**src/rtl/mem_axi_bridge.sv**
```systemverilog
// mem_axi_bridge: turns one mem-stage bus request into exactly one AXI4-Lite read or write.
// Latency: acceptance edge N -> response_enable high in cycle N+3 with zero-wait slaves.
// Backpressure: AXI valids held until ready; new requests ignored until IDLE and re-armed.
module mem_axi_bridge #(
    parameter int ADDR_W = 32,
    parameter int DATA_W = 32
) (
    input  logic                clk,
    input  logic                rstn,
    // mem-stage request / response
    input  logic                request_enable,
    input  logic                mode,
    input  logic [ADDR_W-1:0]   addr,
    input  logic [DATA_W-1:0]   wdata,
    input  logic [DATA_W/8-1:0] wstrb,
    output logic                response_enable,
    output logic [DATA_W-1:0]   data,
    output logic                bus_error,
    // AXI4-Lite write address / data / response
    output logic [ADDR_W-1:0]   m_awaddr,
    output logic                m_awvalid,
    input  logic                m_awready,
    output logic [DATA_W-1:0]   m_wdata,
    output logic [DATA_W/8-1:0] m_wstrb,
    output logic                m_wvalid,
    input  logic                m_wready,
    input  logic [1:0]          m_bresp,
    input  logic                m_bvalid,
    output logic                m_bready,
    // AXI4-Lite read address / data
    output logic [ADDR_W-1:0]   m_araddr,
    output logic                m_arvalid,
    input  logic                m_arready,
    input  logic [DATA_W-1:0]   m_rdata,
    input  logic [1:0]          m_rresp,
    input  logic                m_rvalid,
    output logic                m_rready
);

    localparam logic       MEMREQ_WRITE = 1'b1;
    localparam logic [1:0] RESP_OKAY    = 2'b00;

    typedef enum logic [2:0] {
        IDLE,
        WR,
        WR_RESP,
        RD_ADDR,
        RD_DATA,
        DONE
    } state_t;

    state_t              state;
    state_t              state_nxt;
    logic                armed;
    logic                aw_done;
    logic                w_done;
    logic [ADDR_W-1:0]   req_addr;
    logic [DATA_W-1:0]   req_wdata;
    logic [DATA_W/8-1:0] req_wstrb;

    logic accept;
    logic aw_hs;
    logic w_hs;
    logic b_hs;
    logic ar_hs;
    logic r_hs;

    // Handshakes and AXI controls are pure functions of state, so reset clears them at once.
    assign accept          = (state == IDLE) && request_enable && armed;
    assign m_awvalid       = (state == WR) && !aw_done;
    assign m_wvalid        = (state == WR) && !w_done;
    assign m_bready        = (state == WR_RESP);
    assign m_arvalid       = (state == RD_ADDR);
    assign m_rready        = (state == RD_DATA);
    assign response_enable = (state == DONE);
    assign m_awaddr        = req_addr;
    assign m_araddr        = req_addr;
    assign m_wdata         = req_wdata;
    assign m_wstrb         = req_wstrb;

    assign aw_hs = m_awvalid && m_awready;
    assign w_hs  = m_wvalid  && m_wready;
    assign b_hs  = m_bvalid  && m_bready;
    assign ar_hs = m_arvalid && m_arready;
    assign r_hs  = m_rvalid  && m_rready;

    // State register.
    always_ff @(posedge clk or negedge rstn) begin
        if (!rstn) begin
            state <= IDLE;
        end else begin
            state <= state_nxt;
        end
    end

    // Next-state: one transaction per accepted request, AW and W may complete in any order.
    always_comb begin
        state_nxt = state;
        case (state)
            IDLE:    if (accept) state_nxt = (mode == MEMREQ_WRITE) ? WR : RD_ADDR;
            WR:      if ((aw_done || aw_hs) && (w_done || w_hs)) state_nxt = WR_RESP;
            WR_RESP: if (b_hs) state_nxt = DONE;
            RD_ADDR: if (ar_hs) state_nxt = RD_DATA;
            RD_DATA: if (r_hs) state_nxt = DONE;
            DONE:    state_nxt = IDLE;
            default: state_nxt = IDLE;
        endcase
    end

    // Arming: a level request is taken once and only re-armed after the line drops.
    always_ff @(posedge clk or negedge rstn) begin
        if (!rstn) begin
            armed <= 1'b1;
        end else if (!request_enable) begin
            armed <= 1'b1;
        end else if (accept) begin
            armed <= 1'b0;
        end
    end

    // Capture request payload at acceptance; later input changes are ignored.
    always_ff @(posedge clk or negedge rstn) begin
        if (!rstn) begin
            req_addr  <= '0;
            req_wdata <= '0;
            req_wstrb <= '0;
        end else if (accept) begin
            req_addr  <= addr;
            req_wdata <= wdata;
            req_wstrb <= wstrb;
        end
    end

    // Track AW and W completion independently while in WR; cleared in every other state.
    always_ff @(posedge clk or negedge rstn) begin
        if (!rstn) begin
            aw_done <= 1'b0;
            w_done  <= 1'b0;
        end else if (state != WR) begin
            aw_done <= 1'b0;
            w_done  <= 1'b0;
        end else begin
            if (aw_hs) aw_done <= 1'b1;
            if (w_hs)  w_done  <= 1'b1;
        end
    end

    // Response data and sticky error; read data is kept even when RRESP reports an error.
    always_ff @(posedge clk or negedge rstn) begin
        if (!rstn) begin
            data      <= '0;
            bus_error <= 1'b0;
        end else if (b_hs) begin
            data <= '0;
            if (m_bresp != RESP_OKAY) bus_error <= 1'b1;
        end else if (r_hs) begin
            data <= m_rdata;
            if (m_rresp != RESP_OKAY) bus_error <= 1'b1;
        end
    end

endmodule

```
**config.mk**
```make
export PLATFORM = sky130hd
export DESIGN_NAME = mem_axi_bridge
export DESIGN_NICKNAME = d
export VERILOG_FILES = /design/src/rtl/mem_axi_bridge.sv
export SDC_FILE = /design/constraint.sdc
export NUM_CORES = 1
export LEC_CHECK = 0
export ABC_AREA = 1
export BUFFER_PORTS_ARGS = -buffer_cell sky130_fd_sc_hd__buf_2
export CAP_MARGIN = 5
export CORE_MARGIN = 10
export CORE_UTILIZATION = 30
export CTS_BUF_LIST = sky130_fd_sc_hd__clkbuf_16
export DETAILED_ROUTE_END_ITERATION = 8
export PLACE_DENSITY = 0.58
export SLEW_MARGIN = 20
export SYNTH_ARGS = -nofsm -noshare
export SYNTH_HDL_FRONTEND = slang
export SYNTH_SLANG_ARGS = --single-unit
```
**constraint.sdc**
```tcl
create_clock -name clk -period 3 [get_ports clk]
set_clock_uncertainty 0.1 [all_clocks]
set_input_delay 0.3 -clock clk [delete_from_list [all_inputs] [get_ports clk]]
set_output_delay 0.3 -clock clk [all_outputs]
set_load 0.02 [all_outputs]
```
==> key figures <==
Routing
  • Final WL: ~14,000 um
  • Routed vias/inst: 4.40
  • Starting DRC count in detailed routing: 167
  • Final antenna-violating net count: 0
  • Via count: approximately 4,100
  • DRC Markers: 0
  • Routed WL per cell: about 16 um
  • 1st-pass router iterations: 4

Critical path
  • Worst Setup Path Type: reg2out
  • CP Launch Type: flip-flop
  • Slowest-stage cell, CP: dfrtp_1
  • Worst r2r path cells: 6
  • R2R Setup Slk: around 1200 ps
  • CP cell instances: nor3_4, buf_4, buf_2
  • CP required: 2600 ps
  • Reg2Reg Capture Point: data[27]
  • Maximum fanout along the worst path: 18
  • Kind of cell adding the most delay to the critical path: flip-flops
  • CP peak stage delay: 480 ps
  • R2r startpoint: state[2]
  • Arrival time worst endpoint: approximately 1500 ps
  • Crit. End Element: output pin
  • WP buf/inv: 2

Pwr
  • Pwr dens: 1060 nW/um^2
  • Maximum vdd drop: between 500 and 600 uV
  • Clock network fraction of design power: 0.167
  • Int Pwr: 0.00349 W
  • Combinational group share of total power: 0.460
  • Pleak: 3.63 nW
  • Reg power frac: 0.373
  • Net Sw Power: approximately 0.0029 W
  • Sw frac: 0.450

Die
  • Starting Density: 0.309
  • Die area: roughly 20,000 um^2
  • Horiz. Die Dim: roughly 140 um
  • Core area: 14,700 um^2
  • Die height: 143 um
  • Top Ports: 252
  • Site Rows: 44

Clock tree
  • Max clock buf depth: 2
  • H-tree Lvls: 3
  • CTS tree: done
  • Num CTS Buffers: 9
  • Clock sinks: 107
  • Clock slew at reported path FFs: around 70 ps
  • Post-CTS Setup Repair Bufs: 0
  • Clk Latency, worst-skew pair: 350 ps
  • Clock root cell: clkbuf_16

Synth
  • Synth unique cells: 20
  • Seq/Total Area, Yosys: 0.589
  • Mapped cell area: between 4000 and 5000 um^2
  • Syn Nets: 637
  • Mapped Cells: 524
  • Yosys warns: 0
  • Register bit total from synthesis: 107
  • Syn Area/Cell: 8.67 um^2

Run
  • Max-cap violations: 0

STA
  • Tmin final: 1930 ps
  • Fin. max-slew vios: 0
  • Worst-Margin Slew: approximately 740 ps
  • Final setup TNS: 0 ps
  • Period utilization: 0.644
  • RSZ-0062 raised after global routing: false
  • Highest clock rate: 0.518 GHz
  • Final Hold Viols: 0
  • Rel. slew slack: 0.507
  • Final setup violating endpoints: 0

Global routing
  • Global-route wire length before repair: 22,300 um
  • Initial antenna violation count: 1
  • Vias in the first global route: 4,203
  • Largest net degree at the start of global routing: 70
  • Total gr overflow: 0
  • Total Routing Usage GR: 0.136

Final layout
  • # diodes: 0
  • Layout cells sized above 1: 0.379
  • P&R area growth vs syn: 31.8%
  • NumNets Final: 847
  • Design Area, Final: 5990 um^2

Worst hold path
  • Worst Hold Launch: wdata[17]
  • Hold Path End: m_wdata[17]
  • HP Class: in2reg
  • WHS Path Cells: 3

Outcome
  • Status: complete, no violations

Place
  • IO buf count: around 250
  • DPL Wire Length: 10,700 um
  • Placed cell areas: approximately 5700 um^2
  • Final estimated routing congestion in global placement: about 0.77
worst max path at each step:
stage	from	to	slack [ps]	cells past startpoint
after floorplan	state[2]	data[10]	1490	7
after global placement	state[2]	data[6]	1180	6
after detailed placement	state[2]	data[27]	1150	6
after CTS	state[1]	m_rready	1040	3
after global routing	state[1]	m_wvalid	930	4
final	state[1]	m_rready	1070	3
routing by layer:
layer	wire length, um	track usage	vias up
li1	-	-	2022
met5	7	0	-
met2	6580	0.210	176
met4	216	0.0489	2
met1	6210	0.167	1840
met3	1470	0.0541	15
tightest hold or removal path: cells and delay by family:
kind,cells,cell delay [ps]
and+or+nand+nor,2,80
buffers and inverters,1,70
sequential cells by signal, summed over array words and instances, names as in the netlist:
name,cells
armed,1
aw_done,1
bus_error,1
data,32
m_araddr,32
m_wdata,32
m_wstrb,4
state,3
w_done,1
kinds of logic after synthesis:
group | after synthesis | synth area share
DFF | 107 | 0.589
AOI/OAI and AO/OA | 3 | 0.00386
buffers and inverters | 68 | 0.0925
and+or+nand+nor | 346 | 0.314
power by group through the flow:
stage          clock network [W]  logic [W]  registers, W
2_1_floorplan                  0    0.00146       0.00302
3_3_place_gp                   0    0.00298       0.00239
3_5_place_dp                   0    0.00300       0.00238
4_1_cts                  0.00110    0.00299       0.00238
5_1_grt                  0.00116    0.00321       0.00246
6_report                 0.00106    0.00292       0.00237
final cells by class:
type,instances,area (um^2)
fill,1535,8710
inverter,8,30.0
clock buffer,9,225
multi-input combinational,349,1450
clock inverter,6,25.0
timing repair buffer,259,1350
tap,184,230
sequential,107,2680
Yosys cell counts, drive strengths merged:
cell | n | area (um^2)
a21boi | 1 | 7.51
a21oi | 2 | 10.0
buf | 51 | 357
clkbuf | 9 | 33.8
dfrtp | 106 | 2650
dfstp | 1 | 26.3
inv | 8 | 30.0
nand2 | 253 | 952
nand3 | 72 | 360
nand3b | 1 | 7.51
nand4 | 1 | 12.5
nor2 | 16 | 67.6
nor3 | 2 | 21.3
or2 | 1 | 6.26
placed cells by master, fill, tap and decap left out:
cell type,n
nand2_1,252
buf_2,250
dfrtp_1,106
nand3_1,72
nor2_1,13
clkbuf_16,9
inv_1,6
buf_4,6
inv_2,3
nor2_2,3
clkinv_1,3
a21oi_1,2
clkinv_2,2
buf_12,2
nor3_4,1
nor3_1,1
nand4_4,1
nand2_2,1
nand3b_1,1
a21boi_0,1
or2_2,1
dfstp_2,1
dlygate4sd3_1,1
metrics by stage:
step                std cells  worst slack, ps  hold WS [ps]  utilization  total power (W)
global placement          906             1180           275        0.390          0.00537
detailed placement        906             1150           280        0.390          0.00538
global route              922              932          31.0        0.407          0.00684
floorplan                 524             1490         -95.6            -          0.00447
CTS                       922             1040          25.2        0.407          0.00648
finish                    922             1070          43.8        0.407          0.00635
repair_timing:
action                                 in CTS  in global routing
hold buffers                                1                  0
endpoints found under the hold margin      48                  0
resized for setup                           0                  0
(Power assumes the default switching activity.)
